===== src/rtl/pipe_pkg.sv =====
// rtl/pipe_pkg.sv - shared constants and MEM/WB payload packing for pipe_stage_elastic
//
// Purpose: mode selectors, stall-vector polarity and the field layout used
// when the stage sits at the MEM->WB boundary.
// Ports: none (package).
package pipe_pkg;

  localparam int MODE_STALL   = 0;
  localparam int MODE_ELASTIC = 1;

  // Stall vector polarity: a 1 in a stage's bit stops that stage.
  localparam logic STOP    = 1'b1;
  localparam logic NO_STOP = 1'b0;

  // MEM/WB field packing; $bits(mem_wb_payload_t) is the PAYLOAD_W to use
  // when this stage replaces the old fixed-field latch.
  typedef struct packed {
    logic [4:0]  wd;
    logic        wreg;
    logic [31:0] wdata;
    logic [31:0] hi;
    logic [31:0] lo;
    logic        whilo;
    logic        llbit_we;
    logic        llbit_value;
    logic        cp0_reg_we;
    logic [4:0]  cp0_reg_write_addr;
    logic [31:0] cp0_reg_data;
  } mem_wb_payload_t;

endpackage


===== src/rtl/pipe_skid_buf.sv =====
// rtl/pipe_skid_buf.sv - 2-entry elastic store (main + skid) with valid/ready handshake
//
// Purpose: holds up to two entries in FIFO order; the main entry drives the
// outputs, the skid entry absorbs the one input accepted while main stalls.
// Ports:
//   clk, rst        clock, synchronous active-high reset
//   flush           synchronous kill of both entries
//   in_valid/in_ready/in_payload     upstream handshake and data
//   out_valid/out_ready/out_payload  downstream handshake and data
//   fire_out        an entry is consumed downstream this cycle
module pipe_skid_buf #(
  parameter int PAYLOAD_W = 32
) (
  input  logic                 clk,
  input  logic                 rst,
  input  logic                 flush,
  input  logic                 in_valid,
  output logic                 in_ready,
  input  logic [PAYLOAD_W-1:0] in_payload,
  output logic                 out_valid,
  input  logic                 out_ready,
  output logic [PAYLOAD_W-1:0] out_payload,
  output logic                 fire_out
);

  logic                 main_valid;
  logic                 skid_valid;
  logic [PAYLOAD_W-1:0] main_data;
  logic [PAYLOAD_W-1:0] skid_data;
  logic                 fire_in;

  // in_ready comes straight from a flop, so out_ready never reaches the
  // upstream stage combinationally.
  assign in_ready = ~skid_valid;
  assign fire_in  = in_valid & ~skid_valid;
  assign fire_out = main_valid & out_ready;

  always_ff @(posedge clk) begin
    if (rst || flush) begin
      main_valid <= 1'b0;
      main_data  <= '0;
      skid_valid <= 1'b0;
      skid_data  <= '0;
    end else if (!main_valid || fire_out) begin
      if (skid_valid) begin
        // Older skid entry moves up; in_ready was low so no input fired.
        main_valid <= 1'b1;
        main_data  <= skid_data;
        skid_valid <= 1'b0;
        skid_data  <= '0;
      end else begin
        main_valid <= fire_in;
        main_data  <= fire_in ? in_payload : '0;
      end
    end else if (fire_in) begin
      skid_valid <= 1'b1;
      skid_data  <= in_payload;
    end
  end

  assign out_valid   = main_valid;
  assign out_payload = main_data;

endmodule


===== src/rtl/pipe_stage_elastic.sv =====
// rtl/pipe_stage_elastic.sv - parametrised pipeline stage register, stall-vector or elastic mode
//
// Purpose: carries an opaque payload between two pipeline stages, with a
// synchronous flush and a count of entries consumed downstream.
// Ports:
//   clk, rst        clock, synchronous active-high reset
//   flush           synchronous kill of all held entries
//   stall           pipeline stall vector (1 = stop), stall mode only
//   in_valid/in_ready/in_payload     upstream side
//   out_valid/out_ready/out_payload  downstream side (out_ready elastic only)
//   retire_cnt      wrapping count of consumed entries, cleared only by rst
module pipe_stage_elastic
  import pipe_pkg::*;
#(
  parameter int PAYLOAD_W = 32,
  parameter int MODE      = 0,
  parameter int STALL_W   = 6,
  parameter int STAGE     = 4,
  parameter int CNT_W     = 32
) (
  input  logic                 clk,
  input  logic                 rst,
  input  logic                 flush,
  input  logic [STALL_W-1:0]   stall,
  input  logic                 in_valid,
  output logic                 in_ready,
  input  logic [PAYLOAD_W-1:0] in_payload,
  output logic                 out_valid,
  input  logic                 out_ready,
  output logic [PAYLOAD_W-1:0] out_payload,
  output logic [CNT_W-1:0]     retire_cnt
);

  logic consume;

  if (MODE == MODE_ELASTIC) begin : g_elastic
    logic unused_stall;
    assign unused_stall = ^stall;

    pipe_skid_buf #(
      .PAYLOAD_W (PAYLOAD_W)
    ) u_skid (
      .clk         (clk),
      .rst         (rst),
      .flush       (flush),
      .in_valid    (in_valid),
      .in_ready    (in_ready),
      .in_payload  (in_payload),
      .out_valid   (out_valid),
      .out_ready   (out_ready),
      .out_payload (out_payload),
      .fire_out    (consume)
    );
  end else begin : g_stall
    logic                 st_valid;
    logic [PAYLOAD_W-1:0] st_data;
    logic                 stop_here;
    logic                 stop_next;
    logic                 unused_in;

    assign unused_in = out_ready ^ (^stall);
    assign stop_here = (stall[STAGE] == STOP);
    assign stop_next = (stall[STAGE+1] == STOP);

    always_ff @(posedge clk) begin
      if (rst || flush) begin
        st_valid <= 1'b0;
        st_data  <= '0;
      end else if (!stop_here) begin
        st_valid <= in_valid;
        st_data  <= in_valid ? in_payload : '0;
      end else if (!stop_next) begin
        // This stage stopped but the next one runs: hand it a zero bubble.
        st_valid <= 1'b0;
        st_data  <= '0;
      end
      // Both stopped: hold.
    end

    assign in_ready    = (stall[STAGE] == NO_STOP);
    assign out_valid   = st_valid;
    assign out_payload = st_data;
    // The next stage takes the entry on any edge where it is not stopped.
    assign consume     = st_valid & ~stop_next;
  end

  always_ff @(posedge clk) begin
    if (rst) begin
      retire_cnt <= '0;
    end else if (consume && !flush) begin
      retire_cnt <= retire_cnt + CNT_W'(1);
    end
  end

endmodule


===== config.mk =====
export PLATFORM = sky130hd
export DESIGN_NAME = pipe_stage_elastic
export DESIGN_NICKNAME = d
export VERILOG_FILES = /design/src/rtl/pipe_pkg.sv /design/src/rtl/pipe_skid_buf.sv /design/src/rtl/pipe_stage_elastic.sv
export SDC_FILE = /design/constraint.sdc
export NUM_CORES = 1
export LEC_CHECK = 0
export BUFFER_PORTS_ARGS = -buffer_cell sky130_fd_sc_hd__buf_2
export CAP_MARGIN = 20
export CORE_MARGIN = 3
export CORE_UTILIZATION = 35
export DETAILED_ROUTE_END_ITERATION = 16
export PLACE_DENSITY = 0.58
export SLEW_MARGIN = 10
export SYNTH_ARGS = -nofsm -noshare
export SYNTH_HDL_FRONTEND = slang
export SYNTH_HIERARCHICAL = 1
export SYNTH_SLANG_ARGS = --single-unit

===== constraint.sdc =====
create_clock -name clk -period 3.6 [get_ports clk]
set_input_delay 0.54 -clock clk [delete_from_list [all_inputs] [get_ports clk]]
set_output_delay 0.54 -clock clk [all_outputs]
set_load 0.05 [all_outputs]

# After elaboration in Yosys (flattened, before gate mapping)
# Cells that the tools add are included.
# word_totals
word_cells	16
input_bits	43
regBits	65
# classes
n_reduce_logical	3
n_addsub	1
bitwise_logic	3
eq_ne	1
mux	5
# ops
operator	count
2-to-1 mux 32 bit	3
adder 32 x 1 -> 32 bit, second input constant	1
2-to-1 mux 1 bit	2
!= test 2 bit, second input constant	1
inverter 1 bit	2
bitwise AND 1 bit	1
logical AND 1 bit	1
zero test 1 bit	1
logical OR 1 bit	1

# Depth between registers and ports, before layout
# Gate-level depths: netlist (run 1).
# logic_depth
ltp_word	3
ltp_mapped	6

# Least setup slack after synthesis (run 1)
# Ideal clock, no wire load.
# synth_timing
path_kind	flip-flop to flip-flop
start	register retire_cnt[4]
end	register retire_cnt[31]
t_required_ns	3.479
setup_slack_ns	1.534
arrival_ns	1.946
stages_incl_launch_ff	6
setup_ns	0.121
period_less_slack_ns	2.066
path_buffers	1
cell_sequence	dfxtp_1 -> and4_2 -> nand4_1 -> buf_2 -> nor4_1 -> mux2_2
# synth_between
elab_chain_cells	1
# synth_rtl
element	line	source
from (decl)	pipe_stage_elastic.sv:31	output logic [CNT_W-1:0] retire_cnt
from (signal assigned)	pipe_stage_elastic.sv:91	retire_cnt <= retire_cnt + CNT_W'(1);
adder 32 x 1 -> 32 bit	pipe_stage_elastic.sv:91	
# No other way between the ends.
# A chain may end at the register's enable or synchronous reset.

# Worst setup path in the final report (run 1)
# layout_timing
start	register retire_cnt[4]
end	register retire_cnt[27]
# Same word-level chain as after synthesis.

==> flow_summary.json, run 1 <==
{
  "nets": 442,
  "gpl_congestion": 0.740,
  "detailedPlacementHpwl_mm": 4.75,
  "finalHoldViolCount": 0,
  "synth_compound_area_frac": 0.169,
  "slew-limit-headroom": 0.585,
  "initial_antenna_violation_count": 0,
  "post_synth_xor_area_fraction": 0.0228,
  "largest_net_degree_at_the_start_of_global_routing": 39,
  "placed_area_sq_mm": 0.00327,
  "clockPowerShare": 0.428,
  "final-max-slew-violation-count": 0,
  "clock_insertion_delay_worst_skew_ns": 0.34,
  "max_rail_drop_vdd_v": 0.000166,
  "end_point_of_the_critical_path": "retire_cnt[27]$_SDFFE_PP0P_",
  "vias": 2617,
  "clock_tree.root_cell": "sky130_fd_sc_hd__clkbuf_8",
  "number_of_distinct_standard_cells_referenced_by_the_synthesized_netlist": 31,
  "endpoint_kind": "flop",
  "finClkSkew_ns": 0.00584,
  "drt_drc_violations_left": 0,
  "tritoncts": "built",
  "number_of_global_route_vias_before_repair": 2368,
  "synth_top_flop_cell": "sky130_fd_sc_hd__dfxtp_1",
  "r2r_start": "retire_cnt[4]$_SDFFE_PP0P_",
  "number_of_clock_sinks": 65,
  "setup_repair_after_global_routing_missed_its_margin": "false",
  "final_min_period_over_clock_period": 0.583,
  "detail_routed_via_count_per_cell": 5.21,
  "regToRegSetupSlack_ns": 1.50,
  "switching_share": 0.246,
  "critical_path_required_time_ns": 3.83,
  "pwr-share-comb": 0.068,
  "routedWlPerCell_um": 13.9,
  "drtAntennaViolNets": 0,
  "die_height_um": 93.7,
  "design.portCount": 109,
  "drt-pass1-iter-count": 4,
  "category_of_the_worst_setup_path_launch_point": "flop",
  "hp-class": "in -> reg",
  "postSynthNetCount": 345,
  "share_seq_of_total_power": 0.504,
  "fin_setup_tns_ns": 0,
  "dominant_combinational_cell_family_by_area_after_synthesis": "simple AND/OR/NAND/NOR gates",
  "die_w_um": 93.7,
  "floorplan.core_area_sq_mm": 0.00737,
  "wirelength_mm": 6.96,
  "reported_max_cap_violation_count": 0,
  "setup_violations": 0,
  "floorplan.rows": 31,
  "synthAdderAreaFrac": 0.00465,
  "die_outline_area_sq_mm": 0.00878,
  "status": "completed",
  "grt_first_pass_wirelength_mm": 11.2,
  "synth_sequential_area_ratio": 0.483,
  "layout-drive-gt1-share": 0.335,
  "drtIter0Drc": 77,
  "worstPathMaxFanout": 12,
  "synth-edff-count": 0,
  "cts_made_buffers": 9,
  "utilization_after_layout": 0.470,
  "yosys-mux-area-fraction": 0.0251,
  "syn_to_final_growth_pct": 28.8,
  "synth.avg_cell_area_sq_um": 8.95,
  "synth_top_cell_by_area": "sky130_fd_sc_hd__dfxtp_1",
  "most_used_standard_cell_by_instance_count_after_synthesis": "sky130_fd_sc_hd__dfxtp_1",
  "p_sw_uw": 356,
  "fmax_ghz": 0.476,
  "post_synthesis_share_of_cell_area_spent_on_and_or_nand_and_nor_gates": 0.254,
  "synth_top_area_frac": 0.483,
  "critical_path_start": "retire_cnt[4]$_SDFFE_PP0P_",
  "synth_area_sq_mm": 0.00269,
  "internal-power_uw": 1090,
  "holdBufCountCts": 0,
  "cts.reportedPaths.clkPinSlew_ns": 0.07,
  "leakage_uw": 0.00147,
  "power_per_cell_area_mw_per_mm2": 417,
  "tightestPinTransition_ns": 0.622,
  "synthesis.yosys.warnings": 6,
  "syn-instance-count": 301,
  "htree_num_levels": 3,
  "count_of_input_and_output_buffers": 103,
  "global_route.overflow_total": 0,
  "antenna-diode-count": 0,
  "r2r_path_end": "retire_cnt[27]$_SDFFE_PP0P_",
  "maximum_root_to_sink_buffer_count": 2,
  "cts_setup_buffers": 0,
  "gr-usage-all-layers": 0.160,
  "number_of_flip_flops_and_latches_in_the_synthesized_netlist": 65,
  "top_post_synthesis_cells_by_count": "sky130_fd_sc_hd__dfxtp_1, sky130_fd_sc_hd__nor2_1, sky130_fd_sc_hd__a22oi_1",
  "floorplan.initialDensity": 0.365,
  "critPathKind": "reg -> reg",
  "cts.repair.resized": 0,
  "r2r.worst_path.cells": 4,
  "postLayoutCellArea_sq_mm": 0.00347,
  "synth_area_leaders": "sky130_fd_sc_hd__dfxtp_1, sky130_fd_sc_hd__a22oi_1, sky130_fd_sc_hd__nor2_1, sky130_fd_sc_hd__a21oi_1, sky130_fd_sc_hd__or4_1",
  "critical_path_arrival_ns": 2.33,
  "synth-async-reset-ratio": 0,
  "fin_crit_ns": 2.10
}
## placed cells by master, fill, tap and decap left out, types with 2 or more instances in the layout
| cell | Yosys | final |
|---|---|---|
| sky130_fd_sc_hd__dfxtp_1 | 65 | 65 |
| sky130_fd_sc_hd__and2_1 | 3 | 3 |
| sky130_fd_sc_hd__buf_4 | 0 | 3 |
| sky130_fd_sc_hd__nor3_1 | 5 | 5 |
| sky130_fd_sc_hd__and3_1 | 3 | 3 |
| sky130_fd_sc_hd__a21oi_1 | 20 | 20 |
| sky130_fd_sc_hd__or4_1 | 13 | 13 |
| sky130_fd_sc_hd__nor2b_1 | 7 | 6 |
| sky130_fd_sc_hd__o31ai_1 | 12 | 12 |
| sky130_fd_sc_hd__nand2_1 | 16 | 16 |
| sky130_fd_sc_hd__mux2_2 | 6 | 6 |
| sky130_fd_sc_hd__nand3_1 | 8 | 8 |
| sky130_fd_sc_hd__clkinv_2 | 0 | 4 |
| sky130_fd_sc_hd__and4_1 | 4 | 4 |
| sky130_fd_sc_hd__xnor2_1 | 2 | 2 |
| sky130_fd_sc_hd__xor2_1 | 5 | 5 |
| sky130_fd_sc_hd__nor4_1 | 2 | 2 |
| sky130_fd_sc_hd__o21ai_0 | 5 | 5 |
| sky130_fd_sc_hd__or3_1 | 5 | 5 |
| sky130_fd_sc_hd__nand4_1 | 8 | 8 |
| sky130_fd_sc_hd__buf_2 | 2 | 103 |
| sky130_fd_sc_hd__nor2_1 | 46 | 46 |
| sky130_fd_sc_hd__a22oi_1 | 32 | 32 |
| sky130_fd_sc_hd__clkbuf_8 | 0 | 10 |
| sky130_fd_sc_hd__inv_1 | 7 | 7 |
## power by group through the flow
stage	sequential [uW]	combinational [uW]	clock [uW]
after floorplan	770	38.1	0
after global placement	746	99.0	0
after detailed placement	746	99.3	0
after CTS	729	99.4	637
after global routing	730	108	666
final	730	98.1	620
## final cells by class
| cell class | instances | area, sq um |
|---|---|---|
| repair buffers | 106 | 538 |
| inverters | 7 | 26.3 |
| fillers | 755 | 3900 |
| well taps | 99 | 124 |
| clock inverters | 6 | 57.6 |
| multi-input cells | 209 | 1280 |
| clock buffers | 10 | 138 |
| flip-flops and latches | 65 | 1300 |
## per-layer routing
metal  GRT usage  routed length [um]  vias to the layer above
met1       0.207                3170                     1231
met4      0.0830                 146                        0
met2       0.232                3010                       86
met5           0                   0                        -
met3      0.0569                 632                       10
li1            -                   -                     1290
## through the flow
| step | setup slack (ns) | hold slack (ns) | total power, uW | instances |
|---|---|---|---|---|
| after floorplan | 1.53 | 0.688 | 808 | 301 |
| after global placement | 1.42 | 0.477 | 845 | 486 |
| after detailed placement | 1.42 | 0.484 | 845 | 486 |
| after CTS | 1.51 | 0.414 | 1470 | 502 |
| after global routing | 1.35 | 0.430 | 1500 | 502 |
| final | 1.50 | 0.425 | 1450 | 502 |
## kinds of logic (layout without fill, tap and decap cells)
logic type	count (synthesis)	after routing
buffers and inverters	27	129
and+or+nand+nor	126	126
DFF	65	65
muxes	6	6
xor gates and xnor gates	7	7
adders and majority gates	1	1
AOI/OAI and AO/OA	69	69
## registers in the layout, summed over array words and instances, names as in the netlist
name / count
out_valid: 1
out_payload: 32
retire_cnt: 32
## critical path, cell delays in order, from the launching register on
cell	delay (ns)
sky130_fd_sc_hd__dfxtp_1	0.42
sky130_fd_sc_hd__and4_2	0.34
sky130_fd_sc_hd__nand4_1	0.42
sky130_fd_sc_hd__nor4_1	0.43
sky130_fd_sc_hd__mux2_2	0.37
## worst min-delay path by stage
stage,startpoint,to,slack [ns],depth (start not counted)
finish,in_payload[22],out_payload[22]$_SDFFE_PP0P_,0.42,3
global route,in_payload[27],out_payload[27]$_SDFFE_PP0P_,0.43,3
CTS,in_payload[23],out_payload[23]$_SDFFE_PP0P_,0.41,3
detailed placement,retire_cnt[30]$_SDFFE_PP0P_,retire_cnt[30]$_SDFFE_PP0P_,0.48,2
global placement,retire_cnt[30]$_SDFFE_PP0P_,retire_cnt[30]$_SDFFE_PP0P_,0.48,2
floorplan,in_payload[0],out_payload[0]$_SDFFE_PP0P_,0.69,2
No activity file was read; power rests on OpenSTA's default activity.
==> run 2: changes to the inputs <==
==> constraint.sdc (replaced) <==
create_clock -name clk -period 2.2 [get_ports clk]
set_input_delay 0.33 -clock clk [delete_from_list [all_inputs] [get_ports clk]]
set_output_delay 0.33 -clock clk [all_outputs]
set_load 0.05 [all_outputs]
==> run 2 against run 1 <==
Register-to-register slack got worse by 1.2 ns. Largest cell class unchanged. Sequential cell count did not move. Clock power rose by 71%. Clock skew rose by 0.0024 ns. Largest power group unchanged.
==> flow_summary.json, run 2 (synthesis results as in run 1) <==
{
  "die_height_um": 93.7,
  "p_sw_uw": 564,
  "maximum_root_to_sink_buffer_count": 2,
  "clock_insertion_delay_worst_skew_ns": 0.34,
  "die_w_um": 93.7,
  "share_seq_of_total_power": 0.492,
  "floorplan.rows": 31,
  "gr-usage-all-layers": 0.158,
  "finalHoldViolCount": 0,
  "wirelength_mm": 6.88,
  "stdcell_count": 507,
  "setup_violations": 0,
  "pre_cts_ws_ns": 0.286,
  "holdBufCountCts": 0,
  "nets": 447,
  "cts.repair.resized": 0,
  "endpoint_kind": "flop",
  "buffering_stage_count_on_the_worst_path_with_inverters_included": 0,
  "gpl_congestion": 0.736,
  "status": "completed",
  "internal-power_uw": 1860,
  "power_per_cell_area_mw_per_mm2": 685,
  "path_cells": "and4_1 -> nand4_1 -> or4_1 -> a21oi_1",
  "longest_individual_stage_delay_on_the_worst_path_ns": 0.54,
  "floorplan.core_area_sq_mm": 0.00737,
  "cts_made_buffers": 9,
  "routedWlPerCell_um": 13.6,
  "worstPathMaxFanout": 12,
  "most-common-layout-cells": "sky130_fd_sc_hd__buf_2, sky130_fd_sc_hd__dfxtp_1, sky130_fd_sc_hd__nor2_1",
  "critPathSlowestCell": "sky130_fd_sc_hd__or4_1",
  "antenna-diode-count": 0,
  "fin_crit_ns": 1.86,
  "die_outline_area_sq_mm": 0.00878,
  "design_power_total_uw": 2420,
  "cts.reportedPaths.clkPinSlew_ns": 0.07,
  "detail_routed_via_count_per_cell": 5.08,
  "tritoncts": "built",
  "utilization_after_layout": 0.480,
  "slew-limit-headroom": 0.578,
  "htree_num_levels": 3,
  "post-route-worst-setup-slack_ns": 0.338,
  "fmax_ghz": 0.537,
  "category_of_the_worst_setup_path_launch_point": "flop",
  "floorplan.initialDensity": 0.365,
  "reported_max_cap_violation_count": 0,
  "number_of_clock_sinks": 65,
  "largest_net_degree_at_the_start_of_global_routing": 39,
  "final-max-slew-violation-count": 0,
  "number_of_global_route_vias_before_repair": 2353,
  "clock_tree.root_cell": "sky130_fd_sc_hd__clkbuf_8",
  "global_route.overflow_total": 0,
  "hp-class": "in -> reg",
  "clockPowerShare": 0.439,
  "leakage_uw": 0.00151,
  "pwr-share-comb": 0.069,
  "final_min_period_over_clock_period": 0.846,
  "dpl.cell_count": 490,
  "fin_setup_tns_ns": 0,
  "layout_commonest_cell": "sky130_fd_sc_hd__buf_2",
  "critPathTopFamily": "simple AND/OR/NAND/NOR gates",
  "layout-drive-gt1-share": 0.338,
  "critical_path_required_time_ns": 2.47,
  "finClkSkew_ns": 0.00825,
  "drt_drc_violations_left": 0,
  "num-fill-cells": 724,
  "vias": 2574,
  "count_of_input_and_output_buffers": 103,
  "design.portCount": 109,
  "cts_setup_buffers": 0,
  "drt-pass1-iter-count": 4,
  "tightestPinTransition_ns": 0.633,
  "switching_share": 0.233,
  "critical_path_arrival_ns": 2.13,
  "detailedPlacementHpwl_mm": 4.73,
  "critPathKind": "reg -> reg",
  "setup_repair_after_global_routing_missed_its_margin": "false",
  "grt_first_pass_wirelength_mm": 11.0,
  "max_rail_drop_vdd_v": 0.000410,
  "drtIter0Drc": 74,
  "drtAntennaViolNets": 0,
  "initial_antenna_violation_count": 0,
  "syn_to_final_growth_pct": 31.4
}
run 2: changes by cell type in the layout (fill, tap and decap cells not counted), sizes merged:
cell	delta
clkbuf	+4
buf	+5
clkinvlp	-1
clkinv	-3
run 2: cell type report:
class                      instances  area (sq um)  area share
clock inverter                     2          35.0     0.00990
timing repair buffer             111           596       0.168
inverter                           7          26.3     0.00743
clock buffer                      14           173      0.0488
multi-input combinational        209          1280       0.363
tap                               99           124      0.0350
sequential                        65          1300       0.368
run 2: power by group through the flow:
| stage | clock (uW) | sequential (uW) | combinational (uW) |
|---|---|---|---|
| 2_1_floorplan | 0 | 1260 | 62.3 |
| 3_3_place_gp | 0 | 1220 | 161 |
| 3_5_place_dp | 0 | 1220 | 162 |
| 4_1_cts | 1100 | 1190 | 162 |
| 5_1_grt | 1150 | 1190 | 183 |
| 6_report | 1060 | 1190 | 166 |
run 2: routing by layer:
layer  part of all wire  track usage  wire length (um)  up-vias
met5                  0            0                 0        -
met4              0.013       0.0505                91        0
met3              0.098       0.0769               677       10
met2               0.43        0.231              2970       92
met1               0.46        0.204              3150     1168
li1                   -            -                 -     1304
run 2: path summary, 6_finish.rpt:
check	cells past startpoint	slack [ns]	to	start
worst max-delay path	4	0.34	retire_cnt[24]$_SDFFE_PP0P_	retire_cnt[15]$_SDFFE_PP0P_
worst min-delay path	3	0.22	out_payload[11]$_SDFFE_PP0P_	in_payload[11]
worst max register to register	4	0.34	retire_cnt[24]$_SDFFE_PP0P_	retire_cnt[15]$_SDFFE_PP0P_
worst min register to register	2	0.49	retire_cnt[1]$_SDFFE_PP0P_	retire_cnt[1]$_SDFFE_PP0P_
run 2: worst register-to-register path: stages (launching register included):
cell and delay (ns):
sky130_fd_sc_hd__dfxtp_1 0.45, sky130_fd_sc_hd__and4_1 0.25, sky130_fd_sc_hd__nand4_1 0.39, sky130_fd_sc_hd__or4_1 0.54
sky130_fd_sc_hd__a21oi_1 0.16
run 2: metrics by stage:
step | hold WS, ns | cell area, sq um
finish | 0.220 | 3540
global route | 0.211 | 3540
CTS | 0.202 | 3510
detailed placement | 0.482 | 3300
global placement | 0.474 | 3300
floorplan | 0.478 | 2690
==> run 3: changes to the inputs <==
==> constraint.sdc (replaced) <==
create_clock -name clk -period 1.85 [get_ports clk]
set_input_delay 0.2775 -clock clk [delete_from_list [all_inputs] [get_ports clk]]
set_output_delay 0.2775 -clock clk [all_outputs]
set_load 0.05 [all_outputs]
==> run 3 against run 2 <==
Maximum frequency increased by 7.1%. Core utilization increased by 2.1 points. First-iteration DRC count increased by 41%. Critical path type unchanged. Largest cell class unchanged. Largest power group is now clock.
==> flow_summary.json, run 3 (synthesis results as in run 1) <==
{
  "gr-usage-all-layers": 0.159,
  "critPathKind": "reg -> reg",
  "floorplan.core_area_sq_mm": 0.00737,
  "layout_commonest_cell": "sky130_fd_sc_hd__buf_2",
  "syn_to_final_growth_pct": 37.1,
  "drtAntennaViolNets": 0,
  "detailedPlacementHpwl_mm": 4.98,
  "slew-limit-headroom": 0.581,
  "final-max-slew-violation-count": 0,
  "final_min_period_over_clock_period": 0.940,
  "die_height_um": 93.7,
  "tightestPinTransition_ns": 0.629,
  "critical_path_arrival_ns": 2.00,
  "holdBufCountCts": 0,
  "floorplan.rows": 31,
  "finalHoldViolCount": 0,
  "clock_insertion_delay_worst_skew_ns": 0.33,
  "fin_hold_ws_ns": 0.172,
  "drtIter0Drc": 104,
  "critical_path_required_time_ns": 2.11,
  "initial_antenna_violation_count": 1,
  "multi_input_comb_area_sq_mm": 0.00130,
  "gpl_congestion": 0.780,
  "worstPathMaxFanout": 6,
  "pre_cts_ws_ns": 0.0888,
  "finClkSkew_ns": 0.00948,
  "largest_net_degree_at_the_start_of_global_routing": 34,
  "grt_first_pass_wirelength_mm": 11.2,
  "hp-class": "in -> reg",
  "cts.reportedPaths.clkPinSlew_ns": 0.08,
  "tritoncts": "built",
  "reported_max_cap_violation_count": 0,
  "die_outline_area_sq_mm": 0.00878,
  "status": "completed",
  "detail_routed_via_count_per_cell": 5.13,
  "num-fill-cells": 724,
  "drt-pass1-iter-count": 4,
  "max_rail_drop_vdd_v": 0.000487,
  "maximum_root_to_sink_buffer_count": 2,
  "cts_made_buffers": 9,
  "count_of_input_and_output_buffers": 103,
  "setup_violations": 0,
  "endpoint_kind": "flop",
  "number_of_global_route_vias_before_repair": 2368,
  "fmax_ghz": 0.575,
  "wirelength_mm": 7.20,
  "fin_crit_ns": 1.74,
  "layout.area.seq_sq_mm": 0.00133,
  "clock_tree.root_cell": "sky130_fd_sc_hd__clkbuf_8",
  "nets": 460,
  "vias": 2674,
  "power_per_cell_area_mw_per_mm2": 833,
  "layout-drive-gt1-share": 0.418,
  "category_of_the_worst_setup_path_launch_point": "flop",
  "dpl.cell_count": 501,
  "die_w_um": 93.7,
  "htree_num_levels": 3,
  "leakage_uw": 0.00159,
  "floorplan.initialDensity": 0.365,
  "utilization_after_layout": 0.501,
  "drt_drc_violations_left": 0,
  "number_of_clock_sinks": 65,
  "fin_setup_tns_ns": 0,
  "post-route-worst-setup-slack_ns": 0.112,
  "most-common-layout-cells": "sky130_fd_sc_hd__buf_2, sky130_fd_sc_hd__nor2_1, sky130_fd_sc_hd__dfxtp_1",
  "stdcell_count": 521,
  "design.portCount": 109,
  "global_route.overflow_total": 0,
  "routedWlPerCell_um": 13.8
}
==> run 3: cell types whose count changed in the layout (fill, tap and decap cells not counted), sizes merged <==
| cell | change |
|---|---|
| clkbuf | -4 |
| nand4 | +1 |
| bufinv | +2 |
| buf | +12 |
| diode | +1 |
| clkinv | +2 |
==> run 3: per-layer routing <==
layer / track usage / part of all wire
met5: 0 / 0
met3: 0.0577 / 0.085
met2: 0.228 / 0.43
met4: 0.0758 / 0.023
met1: 0.210 / 0.46
==> run 3: per-stage QoR <==
step                instance area, sq um  power, uW
floorplan                           2720       1570
global placement                    3410       1650
detailed placement                  3410       1650
CTS                                 3660       3120
global route                        3690       3200
finish                              3690       3080
==> run 3: area by class of cell <==
type	count	share of cell area
diodes	1	0.000678
clock buffers	10	0.0346
clock inverters	6	0.0315
inverters	7	0.00712
multi-input cells	210	0.352
flip-flops and latches	65	0.360
well taps	99	0.0335
repair buffers	123	0.180
==> run 3: worst max-delay path: stages, from the launching register on <==
cell and delay, ns:
sky130_fd_sc_hd__dfxtp_2 0.36, sky130_fd_sc_hd__ha_1 0.20, sky130_fd_sc_hd__and3_4 0.25, sky130_fd_sc_hd__nand2_1 0.16, sky130_fd_sc_hd__or4_1 0.53, sky130_fd_sc_hd__a21oi_1 0.16
==> run 3: final timing paths <==
path / start / to / slack, ns / cells past startpoint
worst max register to register: retire_cnt[0]$_SDFFE_PP0P_ / retire_cnt[14]$_SDFFE_PP0P_ / 0.11 / 5
worst min-delay path: in_payload[5] / out_payload[5]$_SDFFE_PP0P_ / 0.17 / 3
worst max-delay path: retire_cnt[0]$_SDFFE_PP0P_ / retire_cnt[14]$_SDFFE_PP0P_ / 0.11 / 5
worst min register to register: retire_cnt[1]$_SDFFE_PP0P_ / retire_cnt[1]$_SDFFE_PP0P_ / 0.48 / 2
==> run 3: timing repair <==
item | in CTS | in global routing
endpoints found under the setup margin | 0 | 11
setup buffers | 0 | 2
gates resized for setup | 0 | 2
==> run 3: power by group <==
| group | leakage (uW) | internal [uW] | switching [uW] |
|---|---|---|---|
| registers | 0.000537 | 1410 | 7.27 |
| logic | 0.000938 | 65.5 | 132 |
| clock network | 0.000121 | 903 | 559 |
